**config.mk**
```make
export PLATFORM = sky130hd
export DESIGN_NAME = data_sram_req_ctrl
export DESIGN_NICKNAME = d
export VERILOG_FILES = /design/src/rtl/data_sram_req_ctrl.sv
export SDC_FILE = /design/constraint.sdc
export NUM_CORES = 1
export LEC_CHECK = 0
export BUFFER_PORTS_ARGS = -buffer_cell sky130_fd_sc_hd__buf_2
export CORE_MARGIN = 2
export CORE_UTILIZATION = 28
export DETAILED_ROUTE_END_ITERATION = 10
export PLACE_DENSITY = 0.61
export SLEW_MARGIN = 20
export SYNTH_ARGS = -nofsm -noshare
export SYNTH_HDL_FRONTEND = slang
export SYNTH_SLANG_ARGS = --single-unit
```
**constraint.sdc**
```tcl
create_clock -name clk -period 2.8 [get_ports clk]
set_clock_uncertainty 0.2 [all_clocks]
set_input_delay 0 -clock clk [delete_from_list [all_inputs] [get_ports clk]]
set_output_delay 0 -clock clk [all_outputs]
set_load 0.05 [all_outputs]
```
**src/rtl/data_sram_req_ctrl.sv**
```systemverilog
// Data-side SRAM-like request issuer: latches one EXE load/store, issues it, and returns the response to MEM.
// Optional misaligned-address exception check is enabled by defining DSRAM_ALE_CHECK_EN.
module data_sram_req_ctrl #(
  parameter int ADDR_W = 32,
  parameter int DATA_W = 32
) (
  input  logic              clk,
  input  logic              resetn,
  input  logic              exe_req_valid,
  input  logic              exe_req_wr,
  input  logic [1:0]        exe_req_size,
  input  logic [ADDR_W-1:0] exe_req_addr,
  input  logic [DATA_W-1:0] exe_req_wdata,
  output logic              exe_req_accept,
  input  logic              flush,
  output logic              data_sram_req,
  output logic              data_sram_wr,
  output logic [1:0]        data_sram_size,
  output logic [ADDR_W-1:0] data_sram_addr,
  output logic [3:0]        data_sram_wstrb,
  output logic [DATA_W-1:0] data_sram_wdata,
  input  logic              data_sram_addr_ok,
  input  logic              data_sram_data_ok,
  input  logic [DATA_W-1:0] data_sram_rdata,
  output logic              resp_valid,
  output logic [DATA_W-1:0] resp_rdata,
  input  logic              resp_ready,
  output logic              busy,
  output logic              ale,
  output logic [ADDR_W-1:0] ale_badv
);

  typedef enum logic [1:0] {IDLE, REQ, WAIT, HOLD} state_t;

  state_t              state_reg, state_next;
  logic                cancel_reg, cancel_next;
  logic                wr_reg;
  logic [1:0]          size_reg;
  logic [ADDR_W-1:0]   addr_reg;
  logic [3:0]          wstrb_reg;
  logic [DATA_W-1:0]   wdata_reg;
  logic [DATA_W-1:0]   buf_reg;
  logic                buf_load;
  logic [1:0]          size_norm;
  logic [3:0]          wstrb_calc;
  logic [DATA_W-1:0]   wdata_calc;
  logic                can_issue;

  // Size 3 is illegal and is handled as a word access throughout.
  assign size_norm = (exe_req_size == 2'd3) ? 2'd2 : exe_req_size;
  assign can_issue = resetn & (state_reg == IDLE) & exe_req_valid & ~flush;

`ifdef DSRAM_ALE_CHECK_EN
  logic misaligned;
  assign misaligned = ((size_norm == 2'd1) & exe_req_addr[0]) |
                      ((size_norm == 2'd2) & (exe_req_addr[1:0] != 2'b00));
  assign exe_req_accept = can_issue & ~misaligned;
  assign ale            = can_issue & misaligned;
  assign ale_badv       = ale ? exe_req_addr : '0;
`else
  assign exe_req_accept = can_issue;
  assign ale            = 1'b0;
  assign ale_badv       = '0;
`endif

  always_comb begin
    wstrb_calc = 4'b0000;
    wdata_calc = exe_req_wdata;
    case (size_norm)
      2'd0: begin
        wstrb_calc = 4'b0001 << exe_req_addr[1:0];
        wdata_calc = {(DATA_W/8){exe_req_wdata[7:0]}};
      end
      2'd1: begin
        wstrb_calc = 4'b0011 << {exe_req_addr[1], 1'b0};
        wdata_calc = {(DATA_W/16){exe_req_wdata[15:0]}};
      end
      default: wstrb_calc = 4'b1111;
    endcase
    if (!exe_req_wr) wstrb_calc = 4'b0000;
  end

  always_comb begin
    state_next  = state_reg;
    cancel_next = cancel_reg;
    resp_valid  = 1'b0;
    resp_rdata  = '0;
    buf_load    = 1'b0;
    case (state_reg)
      IDLE: if (exe_req_accept) state_next = REQ;
      REQ: begin
        // The request is never retracted; a flush only marks the op for discard.
        if (flush) cancel_next = 1'b1;
        if (data_sram_addr_ok) state_next = WAIT;
      end
      WAIT: begin
        if (flush) cancel_next = 1'b1;
        if (data_sram_data_ok) begin
          if (cancel_reg || flush) begin
            state_next = IDLE;
          end else begin
            resp_valid = 1'b1;
            resp_rdata = data_sram_rdata;
            if (resp_ready) begin
              state_next = IDLE;
            end else begin
              state_next = HOLD;
              buf_load   = 1'b1;
            end
          end
        end
      end
      HOLD: begin
        if (flush) begin
          state_next = IDLE;
        end else begin
          resp_valid = 1'b1;
          resp_rdata = buf_reg;
          if (resp_ready) state_next = IDLE;
        end
      end
      default: state_next = IDLE;
    endcase
    if (state_next == IDLE) cancel_next = 1'b0;
  end

  always_ff @(posedge clk or negedge resetn) begin
    if (!resetn) begin
      state_reg  <= IDLE;
      cancel_reg <= 1'b0;
      wr_reg     <= 1'b0;
      size_reg   <= 2'd0;
      addr_reg   <= '0;
      wstrb_reg  <= 4'b0000;
      wdata_reg  <= '0;
      buf_reg    <= '0;
    end else begin
      state_reg  <= state_next;
      cancel_reg <= cancel_next;
      if (exe_req_accept) begin
        wr_reg    <= exe_req_wr;
        size_reg  <= size_norm;
        addr_reg  <= exe_req_addr;
        wstrb_reg <= wstrb_calc;
        wdata_reg <= wdata_calc;
      end
      if (buf_load) buf_reg <= data_sram_rdata;
    end
  end

  assign data_sram_req   = (state_reg == REQ);
  assign data_sram_wr    = wr_reg;
  assign data_sram_size  = size_reg;
  assign data_sram_addr  = addr_reg;
  assign data_sram_wstrb = wstrb_reg;
  assign data_sram_wdata = wdata_reg;
  assign busy            = (state_reg != IDLE);

endmodule
```
==> impl_metrics.csv, run 1 <==
group,metric,value,unit
worst_setup_path,crit_buf_inv,2,
grt,met3_usage,0.0433,
cts,h-tree-depth,3,
cts,clk_latency,0.34,ns
outcome,status,"completed",
routing,drtPass1Iterations,4,
grt,grt_pass1_vias,4689,
worst_setup_path,arrival,2.69,ns
yosys,netlist_area,5040,um^2
routing,ant_nets,0,
die,dieArea,19100,um^2
cts,numCtsBuffers,9,
grt,grt_pass1_wl,24300,um
yosys,synth_seq_area_share,0.527,
grt,globalRouteMet2Util,0.255,
yosys,synth_edf_count,0,
placed_design,io_buffers,212,
grt,grt_overflow,0,
yosys,async_reset_ff_frac,1.00,
timing,tightest_slew,0.739,ns
cts,path_clk_slew,0.07,ns
worst_setup_path,regToRegEndpoint,"cancel_reg",
power,leakage,4.08,nW
hold_path,hold_path_class,"in -> reg",
yosys,synth_most_common_cell,"nand2_1",
timing,whs,0.0806,ns
worst_setup_path,crit_family,"buffers and inverters",
worst_setup_path,crit_start,"state_reg[0]",
grt,top_usage_layer,"met2",
placed_design,dp_hpwl,9560,um
yosys,syn_avg_cell_area,10.1,um^2
worst_setup_path,crit_type,"reg -> reg",
worst_setup_path,crit_end,"cancel_reg",
routing,totalWireLength,15000,um
placed_design,dpl-instance-area,6190,um^2
layout,drive_gt1_frac,0.303,
flow_run,maxCapViolations,0,
die,row_count,49,
routing,drc,0,
layout,design_area,7650,um^2
yosys,yosysTopAreaCell,"dfrtp_1",
power,power_density,1090,nW/um^2
routing,routed_via_density,4.38,
die,core,17800,um^2
layout,syn2layout_area_growth,51.9,%
worst_setup_path,crit_chain,"inv_1 > ha_1 > nand3b_2 > nor2_8 > o21ai_0 > a31oi_1 > dlygate4sd3_1",
yosys,yosysWarnings,0,
power,p_total,8.35,mW
timing,setup_viol,0,
timing,fmax,383,MHz
routing,routedWlPerCell,14.2,um
yosys,yosys-top-cells-area,"dfrtp_1, nand2_1, mux2_1, a22o_1, buf_4",
cts,root_buffer,"clkbuf_16",
die,chipWidth,138,um
grt,gr-usage-met1,0.204,
die,ioPinCount,246,
yosys,yosys.cell_types.count,33,
worst_setup_path,crit_path_start_kind,"flop",
worst_setup_path,crit_path_max_incr_delay,0.56,ns
routing,via_count,4616,
die,initial_core_util,0.283,
die,fp.dieH,138,um
yosys,synth.top_cell.area_share,0.527,
yosys,synth_seq_cells,106,
yosys,synthFlopType,"dfrtp_1",
worst_setup_path,r2r_start,"state_reg[0]",
cts,numClockSinks,106,
placed_design,gp_congestion,0.743,
power,irDropWorstVdd,571,uV
layout,fill_cells,1703,
worst_setup_path,critical_path_required,2.88,ns
yosys,synth_common_cells,"nand2_1, dfrtp_1, buf_4",
timing,final.min_clock_period,2.61,ns
worst_setup_path,endpoint_kind,"flop",
cts,cts_tree,"yes",
timing,fin_crit_sh,0.932,
timing,hold_violations,0,
grt,antenna_found_initial,0,
routing,drtIter0Drc,139,
timing,slew_violations,0,
timing,max_slew_margin,0.507,
layout,nets,931,
cts,cts_max_path_buffers,2,
worst_setup_path,crit_cells,7,
timing,fin_tns_setup,0,ns
worst_setup_path,cp_slowest_cell,"dlygate4sd3_1",
yosys,syn_inst,501,
layout,diodes,0,
worst_setup_path,r2r_cells,7,
timing,grt_setup_unrepaired,"no",
grt,grt_max_degree,58,
worst_setup_path,r2r_slack,0.19,ns
worst_setup_path,path_max_fanout,17,
grt,grt_usage,0.157,
-- cells in the final DEF (no fill, tap or decap), types with 3 or more instances in the layout --
cell type	instances
nor2_1	8
mux2i_1	24
clkbuf_16	9
o21ai_0	32
dlygate4sd3_1	115
a21oi_1	15
inv_1	9
nand2_1	156
mux2_1	30
dfrtp_1	106
nand2b_1	3
ha_1	5
buf_2	211
a22o_1	32
buf_4	10
conb_1	33
-- cells by family after synthesis --
kind of cell / count (synthesis) / share of synthesized area
mux: 56 / 0.119
fa+ha+maj: 5 / 0.0124
buf+inv: 71 / 0.0845
simple gates: 178 / 0.147
compound gates: 84 / 0.109
flops: 106 / 0.527
other cells: 1 / 0.000745
-- worst min-delay path: stages --
cell and delay (ns):
buf_2 0.09, or2_4 0.20, nor2_8 0.10, mux2_1 0.21
-- area by class of cell --
class	count	area [um^2]	share of cell area
sequential	106	2650	0.347
timing repair buffer	336	2280	0.298
multi-input combinational	357	2090	0.274
tap	229	287	0.0375
clock buffer	11	253	0.0330
clock inverter	5	45.0	0.00589
inverter	10	37.5	0.00491
-- layer usage --
metal | routed length, um | part of all wire
met3 | 1070 | 0.071
met5 | 0 | 0
met2 | 6940 | 0.46
met4 | 282 | 0.019
met1 | 6720 | 0.45
-- where the power goes --
group          switching, mW  leakage [nW]  total, mW  internal, mW
clock                  0.595         0.144       1.26         0.666
sequential             0.396          1.33       2.69          2.29
combinational           3.28          2.61       4.40          1.12
-- how the worst min path moves through the flow --
stage / startpoint / endpoint / slack (ns) / cells after the start
2_1_floorplan: resetn / buf_reg[0] / -0.50 / 0
3_3_place_gp: exe_req_addr[12] / data_sram_addr[12] / -0.01 / 3
3_5_place_dp: exe_req_addr[12] / data_sram_addr[12] / -0.005 / 3
4_1_cts: resp_ready / buf_reg[22] / 0.07 / 4
5_1_grt: resp_ready / buf_reg[12] / 0.1 / 4
6_report: resp_ready / buf_reg[30] / 0.08 / 4
-- per-stage QoR --
stage	cells	setup WS, ns	util
2_1_floorplan	533	0.904	-
3_3_place_gp	922	0.653	0.348
3_5_place_dp	922	0.650	0.348
4_1_cts	1053	0.0723	0.430
5_1_grt	1054	0.0139	0.430
6_report	1054	0.190	0.430
-- timing repair --
action	in CTS	in global routing
endpoints found under the setup margin	0	1
hold buffers	115	0
gates resized for setup	0	0
buffers inserted	0	0
hold endpoints to repair	212	0
Power figures use the tool's default switching activity.
==> inputs of run 2 (changes only) <==
--- a/config.mk
+++ b/config.mk
@@ -11,6 +11,7 @@
 export DETAILED_ROUTE_END_ITERATION = 10
 export PLACE_DENSITY = 0.61
-export SLEW_MARGIN = 20
+export SLEW_MARGIN = 30
 export SYNTH_ARGS = -nofsm -noshare
 export SYNTH_HDL_FRONTEND = slang
 export SYNTH_SLANG_ARGS = --single-unit
+export TNS_END_PERCENT = 20
==> constraint.sdc (replaced) <==
create_clock -name clk -period 2.8 [get_ports clk]
set_clock_uncertainty 0.2 [all_clocks]
set_input_delay 0 -clock clk [delete_from_list [all_inputs] [get_ports clk]]
set_output_delay 0 -clock clk [all_outputs]
set_load 0.01 [all_outputs]
==> run 2 against run 1 <==
Against the previous run: the run now ends with hold timing left; cell count down 0.57%; via count down 0.28%; clock power up 9%; global-route usage down 0.51 points; utilization down 0.11 points; largest power group is now sequential cells.
==> impl_metrics.csv, run 2 (same netlist as run 1, synthesis figures left out) <==
group,metric,value,unit
worst_setup_path,endpoint_kind,"flop",
flow_run,maxCapViolations,0,
power,swShare,0.352,
worst_setup_path,crit_cells,7,
routing,drc,0,
worst_setup_path,crit_chain,"inv_1 > ha_1 > nand3b_2 > nor2_8 > o21ai_0 > a31oi_1 > dlygate4sd3_1",
placed_design,gp_congestion,0.763,
die,row_count,49,
routing,routed_via_density,4.39,
timing,grt_setup_unrepaired,"no",
timing,hold_violations,17,
power,irDropWorstVdd,400,uV
grt,antenna_found_initial,0,
die,fp.dieH,138,um
cts,root_buffer,"clkbuf_16",
layout,syn2layout_area_growth,51.5,%
cts,path_clk_slew,0.07,ns
worst_setup_path,r2r_start,"state_reg[0]",
cts,h-tree-depth,3,
routing,drtPass1Iterations,5,
grt,grt_usage,0.152,
routing,drtIter0Drc,149,
cts,cts_tree,"yes",
worst_setup_path,crit_path_start_kind,"flop",
cts,cts_max_path_buffers,2,
timing,max_slew_margin,0.485,
timing,whs,-0.00838,ns
power,power_frac_comb,0.369,
die,dieArea,19100,um^2
power,power.switching,2.26,mW
worst_setup_path,crit_path_max_incr_delay,0.56,ns
worst_setup_path,critical_path_required,2.88,ns
placed_design,place_ws,0.654,ns
grt,grt_pass1_wl,23600,um
power,leakage,4.07,nW
die,ioPinCount,246,
worst_setup_path,crit_end,"cancel_reg",
layout,nets,925,
cts,clk_latency,0.34,ns
worst_setup_path,crit_buf_inv,2,
worst_setup_path,regToRegEndpoint,"cancel_reg",
power,power_frac_seq,0.418,
worst_setup_path,crit_family,"buffers and inverters",
layout,drive_gt1_frac,0.300,
placed_design,dp_hpwl,9400,um
layout,final_cell_mix,"buf_2, nand2_1, dlygate4sd3_1",
timing,final.min_clock_period,2.57,ns
grt,grt_overflow,0,
cts,numCtsBuffers,9,
timing,layout_setup_ws,0.233,ns
timing,fmax,390,MHz
timing,slew_violations,0,
routing,via_count,4603,
worst_setup_path,r2r_slack,0.23,ns
worst_setup_path,crit_start,"state_reg[0]",
routing,routedWlPerCell,14.1,um
worst_setup_path,path_max_fanout,17,
placed_design,io_buffers,212,
worst_setup_path,r2r_cells,7,
cts,post_cts_buffers,0,
layout,final_common_cell,"buf_2",
power,power_density,844,nW/um^2
outcome,violations,"hold timing",
power,p_total,6.44,mW
die,chipWidth,138,um
routing,totalWireLength,14800,um
power,intPower,4.18,mW
grt,grt_pass1_vias,4546,
die,initial_core_util,0.283,
timing,fin_crit_sh,0.917,
timing,tightest_slew,0.773,ns
timing,setup_viol,0,
routing,ant_nets,0,
worst_setup_path,cp_slowest_cell,"dlygate4sd3_1",
timing,fin_tns_setup,0,ns
layout,diodes,0,
layout,final_util,0.429,
cts,numClockSinks,106,
hold_path,hold_path_class,"in -> reg",
die,core,17800,um^2
worst_setup_path,arrival,2.65,ns
worst_setup_path,crit_type,"reg -> reg",
grt,grt_max_degree,99,
power,p_clk_frac,0.213,
outcome,status,"finished, violations left",
[run 2: changes by cell type in the layout (fill, tap and decap cells not counted), sizes merged]
| cell | previous run | this run |
|---|---|---|
| clkinv | 2 | 0 |
| bufinv | 0 | 2 |
| dlygate4sd3 | 115 | 111 |
| buf | 221 | 219 |
[run 2: through the flow]
step / instances / cell area [um^2] / hold slack [ns]
3_3_place_gp: 920 / 6190 / -0.0119
2_1_floorplan: 533 / 5160 / -0.496
6_report: 1048 / 7630 / -0.00838
4_1_cts: 1047 / 7610 / 0.00829
5_1_grt: 1048 / 7630 / 0.00501
3_5_place_dp: 920 / 6190 / -0.00765
[run 2: timing repair]
item	in CTS	in global routing
endpoints found under the hold margin	212	0
gates resized for setup	0	2
endpoints found under the setup margin	0	1
hold buffers	111	0
[run 2: worst min-delay path by stage]
stage | from | endpoint | slack (ns) | depth (start not counted)
finish | exe_req_valid | data_sram_addr[6] | -0.008 | 5
global route | exe_req_valid | data_sram_addr[20] | 0.005 | 5
CTS | resp_ready | state_reg[1] | 0.008 | 5
detailed placement | resetn | data_sram_wdata[23] | -0.008 | 2
global placement | exe_req_addr[29] | data_sram_addr[29] | -0.01 | 3
floorplan | resetn | buf_reg[0] | -0.50 | 0
[run 2: power by group through the flow]
stage	clock network [mW]	registers, mW	logic [mW]
2_1_floorplan	0	2.92	1.04
3_3_place_gp	0	2.68	2.21
3_5_place_dp	0	2.70	2.25
4_1_cts	1.43	2.69	2.39
5_1_grt	1.48	2.79	2.65
6_report	1.37	2.69	2.38
[run 2: worst register-to-register path, cell delays in order (launching register included)]
cell and delay (ns):
dfrtp_1 0.41, inv_1 0.12, ha_1 0.23, nand3b_2 0.25
nor2_8 0.38, o21ai_0 0.18, a31oi_1 0.18, dlygate4sd3_1 0.56
[run 2: final cells by class]
type,instances,area (um^2)
clock inverter,5,85.1
sequential,106,2650
tap,229,287
inverter,10,40.0
timing repair buffer,330,2240
fill,1705,10200
multi-input combinational,357,2090
clock buffer,11,233
[run 2: metal layers]
layer,track usage,part of all wire,vias up
met4,0.0494,0.015,0
met1,0.192,0.44,2178
met2,0.257,0.48,185
met5,0,0,-
li1,-,-,2224
met3,0.0381,0.065,16
